## src/rtl/pc_sequencer_pkg.sv

```systemverilog
// Purpose : shared encodings for the instruction sequencer (next-PC selects, FSM states, reset PC).
// Latency : n/a (declarations only).
// Backpr. : n/a.
package pc_sequencer_pkg;

    localparam logic [31:0] RESET_PC_DEFAULT = 32'h0000_3000;

    // Next-PC select codes driven by the decoder. 3'b111 is unassigned and
    // behaves like a sequential step.
    localparam logic [2:0] NPC_SEQ  = 3'b000;
    localparam logic [2:0] NPC_BEQ  = 3'b001;
    localparam logic [2:0] NPC_BNE  = 3'b010;
    localparam logic [2:0] NPC_J    = 3'b011;
    localparam logic [2:0] NPC_JAL  = 3'b100;
    localparam logic [2:0] NPC_JR   = 3'b101;
    localparam logic [2:0] NPC_STOP = 3'b110;

    typedef enum logic [1:0] {
        FETCH = 2'd0,
        EXEC  = 2'd1,
        HALT  = 2'd2,
        FAULT = 2'd3
    } state_t;

endpackage

```

## src/rtl/pc_sequencer_if.sv

```systemverilog
// Purpose : instruction-memory fetch bus between the sequencer (master) and memory (slave).
// Latency : n/a (wires only); ports: imem_req/imem_addr from master, imem_ack/imem_rdata from slave.
// Backpr. : master holds imem_req and imem_addr until the slave returns imem_ack.
interface pc_sequencer_if;

    logic        imem_req;
    logic [31:0] imem_addr;
    logic        imem_ack;
    logic [31:0] imem_rdata;

    modport master (
        output imem_req,
        output imem_addr,
        input  imem_ack,
        input  imem_rdata
    );

    modport slave (
        input  imem_req,
        input  imem_addr,
        output imem_ack,
        output imem_rdata
    );

endinterface

```

## src/rtl/pc_sequencer_npc_calc.sv

```systemverilog
// Purpose : combinational next-PC calculator; in: pc, instr, nPC_sel, zero, rs_val; out: next_pc, misaligned.
// Latency : 0 cycles (pure combinational).
// Backpr. : none; the caller decides when next_pc is consumed.
module npc_calc
    import pc_sequencer_pkg::*;
(
    input  logic [31:0] pc,
    input  logic [31:0] instr,
    input  logic [2:0]  nPC_sel,
    input  logic        zero,
    input  logic [31:0] rs_val,
    output logic [31:0] next_pc,
    output logic        misaligned
);

    logic [31:0] seq_pc;
    logic [31:0] br_off;
    logic [31:0] br_pc;
    logic [31:0] jmp_pc;

    // Opcode bits are decoded elsewhere; only the immediate fields matter here.
    logic unused_opcode;
    assign unused_opcode = ^instr[31:26];

    assign seq_pc = pc + 32'd4;
    // Word offset: sign-extend the 16-bit immediate and scale to bytes.
    assign br_off = {{14{instr[15]}}, instr[15:0], 2'b00};
    assign br_pc  = seq_pc + br_off;
    // Pseudo-direct jump stays inside the 256 MB region of the delay-free pc+4.
    assign jmp_pc = {seq_pc[31:28], instr[25:0], 2'b00};

    always_comb begin
        next_pc    = seq_pc;
        misaligned = 1'b0;
        case (nPC_sel)
            NPC_SEQ:  next_pc = seq_pc;
            NPC_BEQ:  next_pc = zero ? br_pc : seq_pc;
            NPC_BNE:  next_pc = zero ? seq_pc : br_pc;
            NPC_J,
            NPC_JAL:  next_pc = jmp_pc;
            NPC_JR: begin
                next_pc    = rs_val;
                misaligned = (rs_val[1:0] != 2'b00);
            end
            NPC_STOP: next_pc = pc;
            default:  next_pc = seq_pc;
        endcase
    end

endmodule

```

## src/rtl/pc_sequencer.sv

```systemverilog
// Purpose : fetch/execute sequencer: fetches at pc, holds instr for the datapath, retires and steers pc.
// Latency : 2 cycles per instruction minimum (1 FETCH with zero-wait ack, 1 EXEC); ports: clk, rst, imem bus, instr/exec_valid/ex_stall, nPC_sel/zero/rs_val, pc/pc_plus4, halted/fault/retire_cnt.
// Backpr. : FETCH waits for imem_ack; EXEC holds while ex_stall; HALT/FAULT idle until rst.
module pc_sequencer
    import pc_sequencer_pkg::*;
#(
    parameter logic [31:0] RESET_PC = RESET_PC_DEFAULT
) (
    input  logic                  clk,
    input  logic                  rst,
    pc_sequencer_if.master        imem,
    output logic [31:0]           instr,
    output logic                  exec_valid,
    input  logic                  ex_stall,
    input  logic [2:0]            nPC_sel,
    input  logic                  zero,
    input  logic [31:0]           rs_val,
    output logic [31:0]           pc,
    output logic [31:0]           pc_plus4,
    output logic                  halted,
    output logic                  fault,
    output logic [31:0]           retire_cnt
);

    state_t      state;
    logic        req_q;
    logic [31:0] next_pc;
    logic        misaligned;

    assign imem.imem_req  = req_q;
    assign imem.imem_addr = pc;
    assign pc_plus4       = pc + 32'd4;

    npc_calc u_npc_calc (
        .pc         (pc),
        .instr      (instr),
        .nPC_sel    (nPC_sel),
        .zero       (zero),
        .rs_val     (rs_val),
        .next_pc    (next_pc),
        .misaligned (misaligned)
    );

    // Outputs are registered alongside the state so they always reflect it:
    // req_q==(state==FETCH), exec_valid==(state==EXEC), halted/fault likewise.
    always_ff @(posedge clk or posedge rst) begin
        if (rst) begin
            state      <= FETCH;
            pc         <= RESET_PC;
            instr      <= '0;
            retire_cnt <= '0;
            req_q      <= 1'b1;
            exec_valid <= 1'b0;
            halted     <= 1'b0;
            fault      <= 1'b0;
        end else begin
            case (state)
                FETCH: begin
                    if (imem.imem_ack) begin
                        instr      <= imem.imem_rdata;
                        state      <= EXEC;
                        req_q      <= 1'b0;
                        exec_valid <= 1'b1;
                    end
                end
                EXEC: begin
                    // Decoder inputs are only looked at on the retiring cycle.
                    if (!ex_stall) begin
                        exec_valid <= 1'b0;
                        if (misaligned) begin
                            // Bad jr target: freeze without retiring.
                            state <= FAULT;
                            fault <= 1'b1;
                        end else if (nPC_sel == NPC_STOP) begin
                            state      <= HALT;
                            halted     <= 1'b1;
                            retire_cnt <= retire_cnt + 32'd1;
                        end else begin
                            pc         <= next_pc;
                            retire_cnt <= retire_cnt + 32'd1;
                            state      <= FETCH;
                            req_q      <= 1'b1;
                        end
                    end
                end
                HALT, FAULT: begin
                    // Terminal until reset.
                end
                default: begin
                    state <= FAULT;
                end
            endcase
        end
    end

endmodule

```

## src/flat_wrapper.sv

```systemverilog
// flat-port wrapper written by rule: the top's interface ports become plain ports
module pc_sequencer_flat import pc_sequencer_pkg::*;
#(
    parameter logic [31:0] RESET_PC = RESET_PC_DEFAULT
)
  (clk, rst, instr, exec_valid, ex_stall, nPC_sel, zero, rs_val, pc, pc_plus4, halted, fault, retire_cnt, imem_imem_req, imem_imem_addr, imem_imem_ack, imem_imem_rdata);
  pc_sequencer_if imem_i ();
  input  logic clk;
  input  logic rst;
  output logic [31:0] instr;
  output logic exec_valid;
  input  logic ex_stall;
  input  logic [2:0] nPC_sel;
  input  logic zero;
  input  logic [31:0] rs_val;
  output logic [31:0] pc;
  output logic [31:0] pc_plus4;
  output logic halted;
  output logic fault;
  output logic [31:0] retire_cnt;
  output wire logic [$bits(imem_i.imem_req)-1:0] imem_imem_req;
  output wire logic [$bits(imem_i.imem_addr)-1:0] imem_imem_addr;
  input wire logic [$bits(imem_i.imem_ack)-1:0] imem_imem_ack;
  input wire logic [$bits(imem_i.imem_rdata)-1:0] imem_imem_rdata;
  assign imem_imem_req = imem_i.imem_req;
  assign imem_imem_addr = imem_i.imem_addr;
  assign imem_i.imem_ack = imem_imem_ack;
  assign imem_i.imem_rdata = imem_imem_rdata;
  pc_sequencer #(.RESET_PC(RESET_PC)) u_core (.clk(clk), .rst(rst), .imem(imem_i), .instr(instr), .exec_valid(exec_valid), .ex_stall(ex_stall), .nPC_sel(nPC_sel), .zero(zero), .rs_val(rs_val), .pc(pc), .pc_plus4(pc_plus4), .halted(halted), .fault(fault), .retire_cnt(retire_cnt));
endmodule
```

## config.mk

```make
export PLATFORM = sky130hd
export DESIGN_NAME = pc_sequencer_flat
export DESIGN_NICKNAME = d
export VERILOG_FILES = /design/src/rtl/pc_sequencer_pkg.sv /design/src/rtl/pc_sequencer_if.sv /design/src/rtl/pc_sequencer_npc_calc.sv /design/src/rtl/pc_sequencer.sv /design/src/flat_wrapper.sv
export SDC_FILE = /design/constraint.sdc
export NUM_CORES = 1
export LEC_CHECK = 0
export ABC_AREA = 1
export CAP_MARGIN = 20
export CORE_UTILIZATION = 54
export DETAILED_ROUTE_END_ITERATION = 16
export DONT_BUFFER_PORTS = 1
export PLACE_DENSITY = 0.75
export SLEW_MARGIN = 25
export SYNTH_ARGS = -nofsm -noshare
export SYNTH_HDL_FRONTEND = slang
export SYNTH_HIERARCHICAL = 1
export SYNTH_SLANG_ARGS = --single-unit
```

## constraint.sdc

```tcl
create_clock -name clk -period 9.48 [get_ports clk]
set_clock_uncertainty 0.1 [all_clocks]
set_input_delay 1.896 -clock clk [delete_from_list [all_inputs] [get_ports clk]]
set_output_delay 1.896 -clock clk [all_outputs]
set_load 0.05 [all_outputs]
```

After elaboration in Yosys (flattened, before gate mapping). Cells that the tools add are included.

Bits in latches: 0. Memories: 0. Output and inout bits: 164. Bits in writable memories: 0. Bits in registers: 102. ROM bits: 0.

Bitwise operators: 3. Multiply operators: 0. Muxes and demuxes: 17. $add $sub $neg: 3. Equality and inequality tests: 11. Shift-type cells: 0. Div/mod/pow operators: 0. Reduce and logical (&&, ||, !) cells: 11. Order comparisons: 0.

Operators with widths (number): $pmux W32 S4 (1); $mux W32 (2); $add A32 B1 Y32 const B (1); $add A32 B3 Y32 const B (1); $add A32 B32 Y32 (1); $eq A3 B3 Y1 const B (3); $reduce_and A3 Y1 (3); $mux W2 (4); $ne A2 B2 Y1 const B (4); $reduce_and A4 Y1 (2); $mux W1 (7); $eq A3 B2 Y1 const B (2); $reduce_and A5 Y1 (1); $pmux W1 S2 (2); $pmux W2 S2 (1); $reduce_bool A2 Y1 (2); $eq A3 B1 Y1 const B (1); $not A1 Y1 (3); $eq A2 B1 Y1 const B (1); $logic_not A2 Y1 (1); $reduce_and A2 Y1 (1); $reduce_or A2 Y1 (1).

Depth between registers and ports, before layout. Gate-level depths: netlist of run 1.

Depth after elaboration: 5. Gate-level depth with buffers: 24.

Cells and area by module. The synthesis of run 1 kept the hierarchy.

Modules (own cells, without submodules): pc_sequencer (instances 1, cells an instance 743, area an instance 5516.5 um2, seq. area each 2556.2 um2); npc_calc (instances 1, cells an instance 830, area an instance 4230.3 um2, seq. area each 0.0 um2).

Least setup slack after synthesis of run 1. No wires, ideal clock.

Kind: flip-flop to output port. Start: register u_core.pc[3] (netlist: u_core/imem.imem_addr[3]). End: output pc_plus4[18]. Stages on the path, launching flop included: 6. Slack: 5056 ps. Path buffers: 0. Arrival time: 2428 ps. Cells stage by stage: dfrtp_1 -> ha_1 -> nand3_2 -> nor3_4 -> nand3_1 -> xnor2_1.

Cells in the longest elaborated chain, start to end: 1.

RTL lines: start: declaration (RTL line pc_sequencer.sv:18) `output logic [31:0] pc,`; start signal: assignment (RTL line pc_sequencer.sv:79) `pc <= next_pc;`; $add A32 B3 Y32 (RTL line pc_sequencer.sv:32) `assign pc_plus4 = pc + 32'd4;`; end: declaration (RTL line flat_wrapper.sv:17) `output logic [31:0] pc_plus4;`.

No other way between the ends.

Worst setup path in the final report of run 1.
Start: register u_core.pc[5] (netlist: u_core/imem.imem_addr[5]). End: output pc_plus4[12].

Same word-level chain as after synthesis.

==> out/metrics.sh, run 1 <==
RUN_STATUS='completed'
SYN2LAYOUT_AREA_GROWTH_PCT=4.80
WL_PER_CELL_UM=18.8
WORST-PATH-MAX-FANOUT=6
ANT_NETS=0
ORDERED_CELL_LIST_FOR_THE_CRITICAL_PATH='buf_4 -> nand3_2 -> nor3_4 -> nand2_2 -> xnor2_1'
BUFFER_COUNT_FROM_POST_CTS_SETUP_FIXING=0
TRITONCTS.NUM_BUFFERS=9
WORST_SLEW_PIN_SLEW_NS=1.10
CORE_REGION_AREA_MM2=0.0175
GRT_FIRST_PASS_WIRELENGTH_UM=49900
GRT_START_MAX_NET_PINS=71
DRT_ITER0_DRC=1072
IR_DROP_V=0.000103
FLOORPLAN.DIE_AREA_MM2=0.0186
SYNTH.YOSYS.SEQ_AREA_SHARE=0.262
CAP_VIOL_MAX_COUNT=0
WORST_SETUP_HOLD_PATH_CLK_SLEW_NS=0.09
DPL-INSTANCE-AREA_MM2=0.00987
NETLIST_INSTANCES=1573
HOLD_VIOL=0
POWER_SWITCHING_SHARE=0.413
CLOCK_POWER_SHARE=0.323
POST_SYNTH_INSTANCE_AREA_MM2=0.00975
YOSYS.AREA.TOP_TYPE_SHARE=0.254
NUM_ROWS=48
FINAL.PERIOD_UTILIZATION=0.542
FINAL_COMMON_CELL='sky130_fd_sc_hd__nand2_1'
DP_CELLS=1761
MAX_FREQ_MHz=195
FIN_TNS_SETUP_NS=0
MAXSLEWHEADROOM=0.259
SYNTH-ASYNC-RESET-RATIO=1.00
YOSYS.AREA.TOP_TYPE='sky130_fd_sc_hd__dfrtp_1'
CP_DELAY_BY_FAMILY_TOP='XOR/XNOR gates'
DIE_Y_UM=136
FILLERINSTANCES=1745
PWR-SHARE-SEQ=0.416
CRIT_ARRIVAL_NS=3.14
SYNTHTOPCELLSBYAREA='sky130_fd_sc_hd__dfrtp_1 25%, sky130_fd_sc_hd__nand2_1 21%, sky130_fd_sc_hd__inv_1 8.1%, sky130_fd_sc_hd__nand3_1 5.8%, sky130_fd_sc_hd__nor2_1 5.6%'
WORSTPATHREQUIRED_NS=7.48
BUFFERS_PLUS_INVERTERS_ON_THE_WORST_SETUP_PATH=1
CTS.ROOT.BUFFER_CELL='sky130_fd_sc_hd__clkbuf_16'
DR.PASS1.ITERS=5
CLOCKBUFFERDEPTH=2
CRITPATHCAPTURETYPE='output port'
ROUTE.DETAILED.DRC=0
FINAL_PERIOD_MINUS_WORST_SETUP_SLACK_NS=5.14
MOST-COMMON-LAYOUT-CELLS='556 x sky130_fd_sc_hd__nand2_1, 209 x sky130_fd_sc_hd__inv_1, 144 x sky130_fd_sc_hd__nor2_1'
SYNTH_NETS=1684
PRE_CTS_SLACK_NS=4.79
CLOCK_SINKS=102
NUM_IO_PINS=236
SYN-MEAN-INSTANCE-AREA_UM2=6.20
DP_HPWL_UM=26300
PORT-BUFFER-COUNT=0
FINAL_LAYOUT_SIZE_SUFFIX_GT1_FRAC=0.0760
INSERTION_DELAY_NS=0.37
STDCELL_COUNT=1777
POST-ROUTE-CELL-AREA_MM2=0.0102
CRITICALPATHCATEGORY='reg2out'
SYNTH.DISTINCT_CELLS=49
NUM_ANTENNA_CELLS=0
CTS_RESIZED=0
NNETSFINAL=1658
WORSTSETUPSTARTPOINTTYPE='register'
GLOBALROUTEOVERFLOWTOTAL=0
CP_SLOWEST_STAGE_DELAY_NS=0.88
GRT_PASS1_VIAS=8980
COMB_POWER_SHARE=0.261
INITIAL_CORE_UTIL=0.558
YS_FF_LATCH=102
SLOWEST_STAGE='sky130_fd_sc_hd__xnor2_1'
P_PER_AREA_mW_PER_MM2=118
SYNTH-EDFF-COUNT=0
NUMBER_OF_ANTENNA_VIOLATIONS_AT_THE_FIRST_CHECK_IN_GLOBAL_ROUTING=0
POSTROUTEWIRELENGTH_UM=33400
LEAKAGEPOWER_nW=5.46
FLOORPLAN.DIE.WIDTH_UM=136
P_SW_uW=496
TRITONCTS='built'
VIAS=10100
TIMING.FINAL.MAX_SLEW_VIOLATIONS=0
SYNTH_FF_TYPE='sky130_fd_sc_hd__dfrtp_1'
CTS-HTREE-LEVELS=3
ROUTE.DETAILED.VIAS_PER_INST=5.70
GROUTE.USAGE.OVERALL=0.357
YOSYS_WARNINGS=6
FIN_WS_NS=4.34
CTS_HOLD_BUFFERS=0
SETUP_REPAIR_AFTER_GLOBAL_ROUTING_MISSED_ITS_MARGIN='no'
GP_CONGESTION=0.977
HOLDCRITPATHCLASS='reg2reg'
INTPOWER_uW=706
SETUP_VIOLATIONS=0
==> worst min-delay path, cell delays in order, from the launching register on <==
cell	delay, ns
sky130_fd_sc_hd__dfrtp_1	0.34
sky130_fd_sc_hd__inv_2	0.05
sky130_fd_sc_hd__nand2_1	0.05
==> per-stage QoR <==
stage	utilization	hold WS, ns	total power [mW]
finish	0.584	0.368	1.20
CTS	0.583	0.371	1.20
global placement	0.562	0.351	0.810
floorplan	-	0.336	0.753
detailed placement	0.565	0.352	0.816
global route	0.584	0.405	1.25
==> power by group through the flow <==
stage	logic (mW)	registers, mW	clock network (mW)
floorplan	0.240	0.513	0
global placement	0.300	0.509	0
detailed placement	0.307	0.508	0
CTS	0.309	0.500	0.395
global route	0.335	0.502	0.410
finish	0.313	0.500	0.389
==> cells by family (layout without fill, tap and decap cells) <==
logic type,after synthesis,count (layout),synth area share
buf+inv,283,262,0.127
xor+xnor,56,56,0.0503
simple gates,929,929,0.413
compound gates,164,164,0.0963
fa+ha+maj,39,39,0.0508
flops,102,102,0.262
==> worst paths after layout <==
path | start | to | slack [ns] | cells after the start
setup / recovery | u_core/imem.imem_addr[5] | pc_plus4[12] | 4.34 | 5
max in group asynchronous | rst | u_core/imem.imem_addr[18] | 6.65 | 2
hold reg to reg | u_core/state[1] | u_core/state[1] | 0.37 | 2
hold / removal | u_core/state[1] | u_core/state[1] | 0.37 | 2
min in group asynchronous | rst | u_core/instr[29] | 1.29 | 1
setup reg to reg | u_core/imem.imem_addr[5] | u_core/imem.imem_addr[20] | 4.97 | 21
==> synth_stat cells, types with 13 or more instances <==
cell type,instances
sky130_fd_sc_hd__ha_1,38
sky130_fd_sc_hd__nand3b_1,21
sky130_fd_sc_hd__nor3_1,25
sky130_fd_sc_hd__xor2_1,34
sky130_fd_sc_hd__nor2_1,145
sky130_fd_sc_hd__nor2_2,13
sky130_fd_sc_hd__dfrtp_1,99
sky130_fd_sc_hd__nand3_1,113
sky130_fd_sc_hd__a21oi_1,77
sky130_fd_sc_hd__nand4_1,14
sky130_fd_sc_hd__buf_2,16
sky130_fd_sc_hd__o22ai_1,20
sky130_fd_sc_hd__o21ai_0,28
sky130_fd_sc_hd__xnor2_1,22
sky130_fd_sc_hd__inv_1,210
sky130_fd_sc_hd__buf_4,35
sky130_fd_sc_hd__nand2_1,556
==> metal layers <==
layer  GRT usage  part of all wire  vias to the layer above
met4       0.134             0.029                        0
met3      0.0846             0.098                       65
li1            -                 -                     4885
met5           0                 0                        -
met2       0.571              0.46                      546
met1       0.465              0.42                     4635
==> area by class of cell <==
class | instances | area [um^2] | area share
clock buffer | 9 | 225 | 0.0220
clock inverter | 7 | 91.3 | 0.00894
inverter | 219 | 827 | 0.0810
multi-input combinational | 1188 | 6000 | 0.587
sequential | 102 | 2570 | 0.251
tap | 225 | 282 | 0.0276
timing repair buffer | 27 | 223 | 0.0218
==> flip-flops by register name, indices dropped and copies added, names as in the netlist <==
register / flops
u_core/imem.imem_addr: 32
u_core/instr: 32
u_core/state: 2
u_core/halted: 1
u_core/exec_valid: 1
u_core/imem.imem_req: 1
u_core/fault: 1
u_core/retire_cnt: 32
Power figures use the tool's default switching activity.
==> inputs of run 2 (changes only) <==
Clock period 9.48 ns to 4.9 ns, I/O delays scaled along.
==> out/metrics.sh, run 2 (synthesized netlist as in run 1, its figures left out) <==
RUN_STATUS='completed'
PORT-BUFFER-COUNT=0
WORST_SLEW_PIN_SLEW_NS=0.996
FIN_TNS_SETUP_NS=0
INSERTION_DELAY_NS=0.37
GRT_FIRST_PASS_WIRELENGTH_UM=53000
GP_CONGESTION=0.988
FINAL_CORE_UTIL=0.592
WORSTPATHREQUIRED_NS=3.82
MAXSLEWHEADROOM=0.334
DRT_ITER0_DRC=987
P_PER_AREA_mW_PER_MM2=227
CTS_RESIZED=0
WORSTSETUPSTARTPOINTTYPE='register'
NUM_ROWS=48
FIN_WS_NS=0.768
FINAL_LAYOUT_SIZE_SUFFIX_GT1_FRAC=0.0841
GRT_START_MAX_NET_PINS=51
ROUTE.DETAILED.DRC=0
LEAKAGEPOWER_nW=5.57
FILLERINSTANCES=1724
HOLDCRITPATHCLASS='reg2reg'
IR_DROP_V=0.000164
PRE_CTS_SLACK_NS=1.01
GLOBALROUTEOVERFLOWTOTAL=0
DR.PASS1.ITERS=5
DP_CELLS=1791
BUFFERS_PLUS_INVERTERS_ON_THE_WORST_SETUP_PATH=2
NNETSFINAL=1688
FINAL_PERIOD_MINUS_WORST_SETUP_SLACK_NS=4.13
VIAS=10300
CAP_VIOL_MAX_COUNT=0
REPORT.POWER.TOTAL_mW=2.35
NUMBER_OF_ANTENNA_VIOLATIONS_AT_THE_FIRST_CHECK_IN_GLOBAL_ROUTING=1
GRT_PASS1_VIAS=9589
POSTROUTEWIRELENGTH_UM=34700
TRITONCTS='built'
GROUTE.USAGE.OVERALL=0.379
CLOCKBUFFERDEPTH=2
CP_DELAY_BY_FAMILY_TOP='simple AND/OR/NAND/NOR gates'
SLOWEST_STAGE='sky130_fd_sc_hd__dfrtp_1'
BUFFER_COUNT_FROM_POST_CTS_SETUP_FIXING=0
WORST-PATH-MAX-FANOUT=7
HOLD_VIOL=0
FLOORPLAN.DIE.WIDTH_UM=136
MAX_FREQ_MHz=242
ANT_NETS=0
WORST_SETUP_HOLD_PATH_CLK_SLEW_NS=0.07
TRITONCTS.NUM_BUFFERS=9
TIMING.HOLD.WORST_PATH_DEPTH=2
CTS.ROOT.BUFFER_CELL='sky130_fd_sc_hd__clkbuf_16'
MOST-COMMON-LAYOUT-CELLS='556 x sky130_fd_sc_hd__nand2_1, 209 x sky130_fd_sc_hd__inv_1, 144 x sky130_fd_sc_hd__nor2_1'
ORDERED_CELL_LIST_FOR_THE_CRITICAL_PATH='buf_4 -> ha_1 -> nand3_2 -> nor3_4 -> nand2_2 -> clkinv_1 -> nand3_1 -> nand2_1'
WL_PER_CELL_UM=19.2
TIMING.FINAL.MAX_SLEW_VIOLATIONS=0
CTS_HOLD_BUFFERS=0
FINAL.PERIOD_UTILIZATION=0.843
SETUP_REPAIR_AFTER_GLOBAL_ROUTING_MISSED_ITS_MARGIN='no'
DP_HPWL_UM=27500
SYN2LAYOUT_AREA_GROWTH_PCT=6.17
ROUTE.DETAILED.VIAS_PER_INST=5.70
SETUP_VIOLATIONS=0
CRITPATHCAPTURETYPE='output port'
REG2REGPATHDEPTH=18
DIE_Y_UM=136
FINAL_COMMON_CELL='sky130_fd_sc_hd__nand2_1'
CRIT_ARRIVAL_NS=3.05
CLOCK_SINKS=102
CP_SLOWEST_STAGE_DELAY_NS=0.77
FLOORPLAN.DIE_AREA_MM2=0.0186
CRIT_CELLS=8
CORE_REGION_AREA_MM2=0.0175
CTS-HTREE-LEVELS=3
STDCELL_COUNT=1808
NUM_IO_PINS=236
INITIAL_CORE_UTIL=0.558
CRITICALPATHCATEGORY='reg2out'
## run 2: cell count changes in the layout (fill, tap and decap cells not counted), moves of 2 or more
cell	before	now
sky130_fd_sc_hd__xnor2_2	4	0
sky130_fd_sc_hd__xor2_2	2	0
sky130_fd_sc_hd__xor2_1	32	34
sky130_fd_sc_hd__dfrtp_2	9	0
sky130_fd_sc_hd__xnor2_1	18	22
sky130_fd_sc_hd__clkinv_8	4	1
sky130_fd_sc_hd__dfrtp_1	90	99
sky130_fd_sc_hd__buf_4	26	57
sky130_fd_sc_hd__inv_8	0	2
## run 2: power by group
| part | internal [mW] | switching, mW |
|---|---|---|
| logic | 0.155 | 0.542 |
| registers | 0.862 | 0.0443 |
| clock network | 0.362 | 0.386 |
| total | 1.38 | 0.973 |
## run 2: final cells by class
cell class / count / area [um^2] / share of cell area
flip-flops and latches: 102 / 2560 / 0.247
well taps: 225 / 282 / 0.0272
clock inverters: 7 / 73.8 / 0.00713
inverters: 219 / 827 / 0.0799
repair buffers: 57 / 428 / 0.0413
diodes: 1 / 2.50 / 0.000242
clock buffers: 9 / 225 / 0.0218
multi-input cells: 1188 / 5950 / 0.575
## run 2: worst register-to-register path: stages, from the launching register on
cell and delay, ns:
sky130_fd_sc_hd__dfrtp_1 0.77, sky130_fd_sc_hd__ha_1 0.29, sky130_fd_sc_hd__inv_1 0.08, sky130_fd_sc_hd__nor3_1 0.57, sky130_fd_sc_hd__nand3_1 0.15, sky130_fd_sc_hd__nand2_1 0.14
sky130_fd_sc_hd__inv_1 0.10, sky130_fd_sc_hd__ha_1 0.37, sky130_fd_sc_hd__nand2_1 0.12, sky130_fd_sc_hd__nor2_1 0.30, sky130_fd_sc_hd__nand2_1 0.09, sky130_fd_sc_hd__inv_1 0.14
sky130_fd_sc_hd__nand3_1 0.17, sky130_fd_sc_hd__nand2_1 0.10, sky130_fd_sc_hd__nand2_1 0.05, sky130_fd_sc_hd__nand3_1 0.10, sky130_fd_sc_hd__nand3b_1 0.12, sky130_fd_sc_hd__nor2_1 0.12
sky130_fd_sc_hd__a21oi_1 0.05
## run 2: per-stage QoR
step	instance area (um^2)	hold slack [ns]
floorplan	9750	0.336
global placement	10000	0.351
detailed placement	10000	0.357
CTS	10300	0.374
global route	10300	0.418
finish	10300	0.381
## run 2: path summary, 6_finish.rpt
kind                                           from                        end  slack (ns)
max                        u_core/imem.imem_addr[3]               pc_plus4[28]        0.77
min                                 u_core/state[1]            u_core/state[1]        0.38
max reg2reg                u_core/imem.imem_addr[3]  u_core/imem.imem_addr[29]        0.84
min reg2reg                         u_core/state[1]            u_core/state[1]        0.38
max in group asynchronous                       rst  u_core/imem.imem_addr[26]        3.29
min in group asynchronous                       rst           u_core/instr[18]        0.41
## run 2: routing by layer
metal  up-vias  share of wire  global-route usage
li1       4937              -                   -
met5         -              0                   0
met2       601           0.44               0.583
met3        83           0.11              0.0958
met4         0          0.039               0.172
met1      4693           0.41               0.497
==> inputs of run 3 (changes only) <==
Settings changed: PLACE_DENSITY 0.75 to 0.78.
Clock period 4.9 ns to 3.4 ns, I/O delays scaled along.
==> out/metrics.sh, run 3 (synthesized netlist as in run 1, its figures left out) <==
GP_CONGESTION=0.996
VIOLATIONS='setup timing'
HOLDCRITPATHCLASS='in2async'
SETUP_REPAIR_AFTER_GLOBAL_ROUTING_MISSED_ITS_MARGIN='yes'
FLOORPLAN.DIE_AREA_MM2=0.0186
CLOCK_SINKS=102
BUFFERS_PLUS_INVERTERS_ON_THE_WORST_SETUP_PATH=3
NUM_IO_PINS=236
DRT_ITER0_DRC=1075
GRT_PASS1_VIAS=10100
POSTROUTEWIRELENGTH_UM=35500
FINAL_PERIOD_MINUS_WORST_SETUP_SLACK_NS=3.40
INSERTION_DELAY_NS=0.37
SYN2LAYOUT_AREA_GROWTH_PCT=17.4
CRITICALPATHCATEGORY='reg2reg'
DP_HPWL_UM=28000
CTS.ROOT.BUFFER_CELL='sky130_fd_sc_hd__clkbuf_16'
GROUTE.USAGE.OVERALL=0.384
CRIT_ARRIVAL_NS=3.59
NUMBER_OF_ANTENNA_VIOLATIONS_AT_THE_FIRST_CHECK_IN_GLOBAL_ROUTING=1
VIAS=10700
CRIT_CELLS=18
PORT-BUFFER-COUNT=0
FIN_TNS_SETUP_NS=-0.00140
NUM_ROWS=48
WORSTPATHREQUIRED_NS=3.59
WORST-PATH-MAX-FANOUT=4
TRITONCTS='built'
GRT_FIRST_PASS_WIRELENGTH_UM=54100
TRITONCTS.NUM_BUFFERS=9
REG_TO_REG_CRITICAL_PATH_ENDPOINT='u_core/imem.imem_addr[26]'
ANT_NETS=0
WL_PER_CELL_UM=18.8
TIMING.FINAL.MAX_SLEW_VIOLATIONS=0
CRIT_TOP_CELL='sky130_fd_sc_hd__nand2_1'
CRITPATHCAPTURETYPE='register'
NNETSFINAL=1763
ROUTE.DETAILED.VIAS_PER_INST=5.69
RUN_STATUS='complete, but fails checks'
CORE_REGION_AREA_MM2=0.0175
CTS-HTREE-LEVELS=3
FLOORPLAN.DIE.WIDTH_UM=136
R2R_SETUP_SLK_NS=-0.001
CLOCKBUFFERDEPTH=2
INITIAL_CORE_UTIL=0.558
P_PER_AREA_mW_PER_MM2=312
TIMING.HOLD.WS_NS=0.151
CP-STARTPOINT='u_core/imem.imem_addr[13]'
MOST-COMMON-LAYOUT-CELLS='546 x sky130_fd_sc_hd__nand2_1, 208 x sky130_fd_sc_hd__inv_1, 130 x sky130_fd_sc_hd__nor2_1'
WORST_SLEW_PIN_SLEW_NS=0.901
WORSTSETUPSTARTPOINTTYPE='register'
SLOWEST_STAGE='sky130_fd_sc_hd__dfstp_2'
ORDERED_CELL_LIST_FOR_THE_CRITICAL_PATH='nand2_1 -> nor2_2 -> nand2_1 -> nor2_4 -> buf_4 -> xor2_4 -> inv_1 -> ha_1 -> nand2_2 -> inv_1 -> nand2_1 -> nor3_1 -> nand3_1 -> nand4_1 -> nand3_1 -> a21oi_1 -> nor2_1 -> a21oi_1'
LEAKAGEPOWER_nW=6.04
FILLERINSTANCES=1641
GLOBALROUTEOVERFLOWTOTAL=0
REPORT.POWER.TOTAL_mW=3.57
ROUTE.DETAILED.DRC=0
CTS_HOLD_BUFFERS=0
GRT_START_MAX_NET_PINS=59
CP_DELAY_BY_FAMILY_TOP='simple AND/OR/NAND/NOR gates'
DIE_Y_UM=136
R2R-START='u_core/imem.imem_addr[13]'
IR_DROP_V=0.000232
REG2REGPATHDEPTH=18
DR.PASS1.ITERS=9
CP_SLOWEST_STAGE_DELAY_NS=0.56
SETUP_VIOLATIONS=1
FIN_WS_NS=-0.00140
MAXSLEWHEADROOM=0.398
FINAL.PERIOD_UTILIZATION=1.00
FINAL_COMMON_CELL='sky130_fd_sc_hd__nand2_1'
FINAL_LAYOUT_SIZE_SUFFIX_GT1_FRAC=0.164
MAX_FREQ_MHz=294
HOLD_VIOL=0
WORST_SETUP_HOLD_PATH_CLK_SLEW_NS=0.09
CAP_VIOL_MAX_COUNT=0
[run 3: where the power goes]
group	total, mW	switching (mW)	internal (mW)	leakage, nW
sequential	1.29	0.0453	1.24	1.31
combinational	1.15	0.832	0.314	4.58
clock	1.13	0.593	0.536	0.152
total	3.57	1.47	2.09	6.04
[run 3: through the flow]
step	setup slack [ns]	instances	util	cell area [um^2]
final	-0.00140	1883	0.654	11400
after detailed placement	-0.184	1854	0.611	10700
after floorplan	0.146	1573	-	9750
after global routing	-0.0172	1882	0.654	11400
after global placement	-0.221	1854	0.611	10700
after CTS	0.00453	1874	0.633	11100
[run 3: final cells by class]
type | instances | area (um^2) | area share
tap | 225 | 282 | 0.0246
clock inverter | 7 | 91.3 | 0.00799
timing repair buffer | 132 | 1150 | 0.100
inverter | 219 | 828 | 0.0724
multi-input combinational | 1188 | 6290 | 0.550
clock buffer | 9 | 225 | 0.0197
sequential | 102 | 2570 | 0.224
antenna | 1 | 2.50 | 0.000219
[run 3: worst max-delay path by stage]
stage	endpoint	slack (ns)
after floorplan	u_core/imem.imem_addr[17]	0.15
after global placement	u_core/imem.imem_addr[28]	-0.22
after detailed placement	u_core/imem.imem_addr[28]	-0.18
after CTS	u_core/imem.imem_addr[20]	0.005
after global routing	u_core/imem.imem_addr[31]	-0.02
final	u_core/imem.imem_addr[26]	-0.001
[run 3: per-layer routing]
| metal | up-vias | share of wire | track usage |
|---|---|---|---|
| li1 | 5087 | - | - |
| met1 | 4907 | 0.40 | 0.487 |
| met2 | 630 | 0.46 | 0.619 |
| met3 | 96 | 0.10 | 0.0936 |
| met4 | 0 | 0.038 | 0.163 |
| met5 | - | 0 | 0 |
[run 3: timing repair]
item,in CTS,in global routing
gates resized for setup,8,67
setup buffers,4,8
pin swaps,4,10
endpoints found under the setup margin,4,21
